$ cat src/rtl/hazard_stall_ctrl.sv
`default_nettype none
// ============================================================================
//  Module      : hazard_stall_ctrl
//  Description : Pipeline hazard/stall controller for the 5-stage core.
//                Detects load-use hazards from explicit source-use flags,
//                applies multi-cycle load stalls and branch flushes, and
//                freezes the pipeline while data memory is busy.
//                Optional macro HAZARD_PERF_EN adds saturating performance
//                counters for load stalls, flushes and memory waits.
//  Revision    : 1.0 - initial release
// ============================================================================
module hazard_stall_ctrl #(
   parameter int REG_W       = 5,
   parameter int LOAD_LAT    = 1,
   parameter int FLUSH_DEPTH = 1,
   parameter int PERF_W      = 32
) (
   input  logic             clk,
   input  logic             rst,
   input  logic             branchTaken,
   input  logic             exIsLoad,
   input  logic [REG_W-1:0] exRegDest,
   input  logic [REG_W-1:0] decRS,
   input  logic [REG_W-1:0] decRT,
   input  logic             decUsesRS,
   input  logic             decUsesRT,
   input  logic             memBusy,
   output logic             enPC,
   output logic             enIfId,
   output logic             enIdEx,
   output logic             rstIfId,
   output logic             rstIdEx,
`ifdef HAZARD_PERF_EN
   output logic [PERF_W-1:0] loadStallCycles,
   output logic [PERF_W-1:0] flushCycles,
   output logic [PERF_W-1:0] memWaitCycles,
`endif
   output logic             stallActive
);

   // Counter must hold the larger of the two reload values.
   localparam int c_CNT_MAX = (LOAD_LAT > FLUSH_DEPTH) ? LOAD_LAT : FLUSH_DEPTH;
   localparam int c_CNT_W   = $clog2(c_CNT_MAX) + 1;

   localparam logic [c_CNT_W-1:0] c_LOAD_RELOAD  = c_CNT_W'(LOAD_LAT - 1);
   localparam logic [c_CNT_W-1:0] c_FLUSH_RELOAD = c_CNT_W'(FLUSH_DEPTH - 1);
   localparam logic [c_CNT_W-1:0] c_CNT_ONE      = c_CNT_W'(1);

   typedef enum logic [1:0] {
      ST_RUN    = 2'd0,
      ST_LSTALL = 2'd1,
      ST_FLUSH  = 2'd2
   } state_t;

   state_t             r_state;
   state_t             w_state_nxt;
   logic [c_CNT_W-1:0] r_cnt;
   logic [c_CNT_W-1:0] w_cnt_nxt;
   logic               w_hz;

   // Load-use hazard: EX load writes a register the ID instruction reads.
   // Register 0 is hard-wired, so it never creates a dependency.
   assign w_hz = exIsLoad && (exRegDest != '0) &&
                 ((decUsesRS && (decRS == exRegDest)) ||
                  (decUsesRT && (decRT == exRegDest)));

   // State and down-counter register.
   always_ff @(posedge clk) begin
      if (rst) begin
         r_state <= ST_RUN;
         r_cnt   <= '0;
      end else begin
         r_state <= w_state_nxt;
         r_cnt   <= w_cnt_nxt;
      end
   end

   // Next-state and output decode; priority rst > memBusy > branch > hazard.
   always_comb begin
      w_state_nxt = r_state;
      w_cnt_nxt   = r_cnt;
      enPC        = 1'b1;
      enIfId      = 1'b1;
      enIdEx      = 1'b1;
      rstIfId     = 1'b0;
      rstIdEx     = 1'b0;
      stallActive = 1'b0;

      if (rst) begin
         enPC        = 1'b0;
         enIfId      = 1'b0;
         enIdEx      = 1'b0;
         rstIfId     = 1'b1;
         rstIdEx     = 1'b1;
         w_state_nxt = ST_RUN;
         w_cnt_nxt   = '0;
      end else if (memBusy) begin
         // Full freeze: nothing moves, nothing is cleared, state holds.
         enPC        = 1'b0;
         enIfId      = 1'b0;
         enIdEx      = 1'b0;
         stallActive = 1'b1;
      end else if (branchTaken) begin
         // ID and IF hold wrong-path instructions: squash both, any
         // pending load stall is dropped along with them.
         rstIfId     = 1'b1;
         rstIdEx     = 1'b1;
         stallActive = 1'b1;
         if (FLUSH_DEPTH > 1) begin
            w_state_nxt = ST_FLUSH;
            w_cnt_nxt   = c_FLUSH_RELOAD;
         end else begin
            w_state_nxt = ST_RUN;
            w_cnt_nxt   = '0;
         end
      end else begin
         case (r_state)
            ST_FLUSH: begin
               // ID already holds a bubble, so hazards are not checked here.
               rstIfId     = 1'b1;
               stallActive = 1'b1;
               if (r_cnt == c_CNT_ONE) begin
                  w_state_nxt = ST_RUN;
                  w_cnt_nxt   = '0;
               end else begin
                  w_cnt_nxt   = r_cnt - c_CNT_ONE;
               end
            end
            ST_LSTALL: begin
               enPC        = 1'b0;
               enIfId      = 1'b0;
               rstIdEx     = 1'b1;
               stallActive = 1'b1;
               if (r_cnt == c_CNT_ONE) begin
                  w_state_nxt = ST_RUN;
                  w_cnt_nxt   = '0;
               end else begin
                  w_cnt_nxt   = r_cnt - c_CNT_ONE;
               end
            end
            default: begin
               w_state_nxt = ST_RUN;
               if (w_hz) begin
                  // First bubble is inserted in the detection cycle.
                  enPC        = 1'b0;
                  enIfId      = 1'b0;
                  rstIdEx     = 1'b1;
                  stallActive = 1'b1;
                  if (LOAD_LAT > 1) begin
                     w_state_nxt = ST_LSTALL;
                     w_cnt_nxt   = c_LOAD_RELOAD;
                  end
               end
            end
         endcase
      end
   end

`ifdef HAZARD_PERF_EN
   logic w_perf_ld;
   logic w_perf_fl;
   logic w_perf_mem;

   assign w_perf_mem = memBusy;
   assign w_perf_fl  = !memBusy && (branchTaken || (r_state == ST_FLUSH));
   assign w_perf_ld  = !memBusy && !branchTaken &&
                       ((r_state == ST_LSTALL) || ((r_state == ST_RUN) && w_hz));

   // Saturating event counters, cleared by reset.
   always_ff @(posedge clk) begin
      if (rst) begin
         loadStallCycles <= '0;
         flushCycles     <= '0;
         memWaitCycles   <= '0;
      end else begin
         if (w_perf_ld && !(&loadStallCycles))
            loadStallCycles <= loadStallCycles + 1'b1;
         if (w_perf_fl && !(&flushCycles))
            flushCycles <= flushCycles + 1'b1;
         if (w_perf_mem && !(&memWaitCycles))
            memWaitCycles <= memWaitCycles + 1'b1;
      end
   end
`else
   // Performance counters not present in this build.
`endif

endmodule
`default_nettype wire

$ cat config.mk
export PLATFORM = sky130hd
export DESIGN_NAME = hazard_stall_ctrl
export DESIGN_NICKNAME = d
export VERILOG_FILES = /design/src/rtl/hazard_stall_ctrl.sv
export SDC_FILE = /design/constraint.sdc
export NUM_CORES = 1
export LEC_CHECK = 0
export BUFFER_PORTS_ARGS = -buffer_cell sky130_fd_sc_hd__buf_2
export CORE_AREA = 8 8 45 47
export DETAILED_ROUTE_END_ITERATION = 12
export DIE_AREA = 0 0 53 55
export SLEW_MARGIN = 20
export SYNTH_ARGS = -nofsm -noshare
export SYNTH_HDL_FRONTEND = slang
export SYNTH_SLANG_ARGS = --single-unit
$ cat constraint.sdc
create_clock -name clk -period 2.9 [get_ports clk]
set_input_delay 0.145 -clock clk [delete_from_list [all_inputs] [get_ports clk]]
set_output_delay 0.145 -clock clk [all_outputs]
set_load 0.005 [all_outputs]
After elaboration in Yosys (flattened, before gate mapping):

Cells that the tools add are included.

* add/subtract/negate cells: 1
* eq/ne operators: 5
* multiplexer cells: 26
* bitwise gates (word level): 1
* reductions and logical operators: 10

Operators by type and width (count)
* 2-to-1 mux 1 bit: 21
* equality test 5 bit: 2
* 2-to-1 mux 2 bit: 3
* nonzero test 5 bit: 1
* logical AND 1 bit: 4
* one-hot mux 1 bit (2 select lines): 2
* AND reduction 2 bit: 2
* inequality test 3 x 1 -> 1 bit (second input constant): 1
* equality test 2 x 1 -> 1 bit (second input constant): 1
* equality test 2 bit (second input constant): 1
* nonzero test 2 bit: 1
* OR reduction 2 bit: 1
* logical OR 1 bit: 1
* inverter 1 bit: 1
* subtractor 1 bit (second input constant): 1

* bits in registers: 3
* input bits: 22
* output and inout bits: 6
* word-level logic and storage cells: 45

Logic depth before layout (Yosys ltp):

* depth in word-level cells: 9
* depth in mapped cells: 5
* gate-level depth less buffers: 4

Worst setup path before layout:

OpenSTA, ideal clock, no wires.

* path kind: input -> output
* from: input port decRS[3]
* to: output port enPC
* data arrival time: 1.149 ns
* required time: 2.755 ns
* path slack: 1.606 ns
* stages: 5
* buffers on the path: 1
* path through: xor2_1 nor4_2 a32oi_1 o31a_1 buf_4

* cells in the longest elaborated chain, start to end: 9

RTL lines
* from (decl): RTL line 23 `input logic [REG_W-1:0] decRS,`
* equality test 5 bit: RTL line 64 `((decUsesRS && (decRS == exRegDest)) ||`
* logical AND 1 bit: RTL line 64
* logical OR 1 bit: RTL line 64
* logical AND 1 bit: RTL line 63 `assign w_hz = exIsLoad && (exRegDest != '0) &&`
* 2-to-1 mux 1 bit
* one-hot mux 1 bit (2 select lines)
* 2-to-1 mux 1 bit (3 in series)
* to (decl): RTL line 28 `output logic enPC,`

Every way passes these cells.

Worst setup path after layout:

* from: input port exRegDest[3]
* to: output port enPC

* cells in the longest elaborated chain, start to end: 9
* elaborated cells on any way between the ends: 13
* classes of those cells: eq/ne: 2; mux: 5; reduce/logical: 6

RTL lines
* from (decl): RTL line 22 `input logic [REG_W-1:0] exRegDest,`
* equality test 5 bit (on tied branches): RTL line 64, 65
* logical AND 1 bit (on tied branches): RTL line 64, 65
* logical OR 1 bit: RTL line 64
* logical AND 1 bit *: RTL line 63
* 2-to-1 mux 1 bit *: RTL line 143 `if (w_hz) begin`
* one-hot mux 1 bit (2 select lines) *: RTL line 117 `case (r_state)`
* 2-to-1 mux 1 bit *: RTL line 103 `end else if (branchTaken) begin`
* 2-to-1 mux 1 bit *: RTL line 97 `end else if (memBusy) begin`
* 2-to-1 mux 1 bit *: RTL line 89 `if (rst) begin`

Every way passes the cells marked *; elsewhere a longest branch is shown, timed or not.

==> flow_summary.json <==
{
  "drt_drc_violations_left": 0,
  "crit_top_cell": "buf_2",
  "seq_cell_count": 0,
  "ys_seq_area_share_pct": 0,
  "synth_top_family_by_area": "XOR/XNOR gates",
  "cp_max_fo": 3,
  "gr-total-overflow": 0,
  "synth_compound_area_share_pct": 27.9,
  "drt_iter0_drc": 2,
  "start_util_pct": 13.9,
  "rsz0062_at_grt": "false",
  "synth_mux_area_share_pct": 0,
  "critPathCaptureType": "primary output",
  "worstMarginPinSlew_ns": 0.304,
  "drive_above_1_share_pct": 56.9,
  "fin_nets": 75,
  "clkbuf_count": 0,
  "grt_first_pass_wirelength_um": 966,
  "final-setup-viol-count": 0,
  "design_area_um2": 340,
  "hold_viol": 0,
  "boundaryPins": 28,
  "totalWireLength_um": 718,
  "start_kind": "input pin",
  "placed_cell_area_um2": 340,
  "postCtsHoldBufs": 0,
  "yosysWarnings": 0,
  "die_area_mm2": 0.00292,
  "io_buffers": 27,
  "p_leak_nw": 0.174,
  "crit_chain": "buf_2 > xor2_1 > nor4_2 > a32oi_1 > o31a_1 > buf_2",
  "syn_area_per_cell_um2": 7.71,
  "diodes": 0,
  "final_util_pct": 24.6,
  "ant_nets": 0,
  "vias": 269,
  "critPathArrivalTime_ns": 1.31,
  "die_h_um": 55,
  "peakVddDrop_mv": 0.0378,
  "synth_xor_xnor_area_share_pct": 45.5,
  "wl_per_cell_um": 10.7,
  "crit_type": "input pin to primary output",
  "syn_inst": 25,
  "grtUsageTotal_pct": 4.09,
  "ctsResizeCount": 0,
  "clock.fmax_mhz": 685,
  "synth.distinct_cells": 15,
  "synth-simple-area-share_pct": 18.8,
  "num-fill-cells": 157,
  "vias_per_cell": 4.01,
  "fin_crit_sh_pct": 50.3,
  "die_width_um": 53,
  "synth_fa_ha_area_share_pct": 0,
  "cp.required_ns": 2.76,
  "hp-class": "input pin to primary output",
  "crit_buf_inv": 2,
  "crit_path_max_incr_delay_ns": 0.31,
  "antenna_found_initial": 0,
  "gp_congestion": 0.698,
  "slew_headroom_pct": 79.7,
  "syn_nets": 47,
  "coreArea_mm2": 0.00138,
  "hpwlAfterDp_um": 704,
  "cp_slowest_cell": "o31a_1",
  "postCtsSetupRepairBufs": 0,
  "grt_max_degree": 5,
  "syn_to_final_growth_pct": 76.6,
  "report.final.slew_viol_count": 0,
  "timing.setup.tns_ns": 0,
  "syn-cell-area_um2": 193,
  "crit_family": "compound AO/OA/AOI/OAI gates",
  "grt_pass1_vias": 241,
  "row_count": 14,
  "regArea_um2": 0,
  "maxCapViolCount": 0,
  "power.density_mw_per_mm2": 130,
  "first_pass_iters": 2,
  "status": "finished, final reports clean",
  "fin_crit_ns": 1.46
}
logic make-up after synthesis:
family | Yosys count
compound gates | 7
xor+xnor | 10
buf+inv | 3
simple gates | 5
stage by stage:
stage	instances	setup WS, ns	hold slack (ns)	power (mW)
6_report	67	1.44	0.562	0.0442
5_1_grt	67	1.38	0.581	0.0489
4_1_cts	67	1.44	0.564	0.0451
3_5_place_dp	67	1.44	0.564	0.0450
3_3_place_gp	67	1.43	0.561	0.0447
2_1_floorplan	25	1.61	0.324	0.0199
worst paths after layout:
kind                         start      to  depth (start not counted)
worst max-delay path  exRegDest[3]    enPC                          6
worst min-delay path           rst  enIdEx                          3
cells in the mapped netlist, drive strengths merged:
cell type / number / share of area, %
buf: 1 / 3.9
a21oi: 1 / 2.6
or4: 1 / 3.9
xnor2: 2 / 9.1
and2: 1 / 3.2
o31a: 1 / 4.5
o21bai: 1 / 3.9
nor2: 1 / 1.9
xor2: 8 / 36
o31ai: 2 / 7.8
inv: 2 / 3.9
a32oi: 1 / 4.5
nor4: 2 / 9.7
o21ai: 1 / 4.5
power by group:
| group | switching [mW] | leakage, nW | internal, mW |
|---|---|---|---|
| Sequential | 0 | 0 | 0 |
| Combinational | 0.0203 | 0.174 | 0.0239 |
| Clock | 0 | 0 | 0 |
cell type report:
| cell class | count | area [µm²] | area share (%) |
|---|---|---|---|
| inverters | 2 | 7.51 | 2.21 |
| multi-input cells | 22 | 178 | 52.2 |
| repair buffers | 27 | 135 | 39.7 |
| well taps | 16 | 20.0 | 5.88 |
layer usage:
metal	vias up	GRT usage (%)	part of all wire, %
met5	-	0	0
met1	115	4.37	35
li1	142	-	-
met2	12	7.62	50
met4	0	0	0
met3	0	1.87	14
cell usage in the layout, fill, tap and decap left out, drive strengths merged:
cell type,netlist,final
a21oi,1,1
a32oi,1,1
and2,1,1
buf,1,27
inv,2,2
nor2,1,1
nor4,2,2
o21ai,1,1
o21bai,1,1
o31a,1,1
o31ai,2,2
or4,1,1
xnor2,2,2
xor2,8,8
Note: power is estimated with default switching activity, not from simulation.
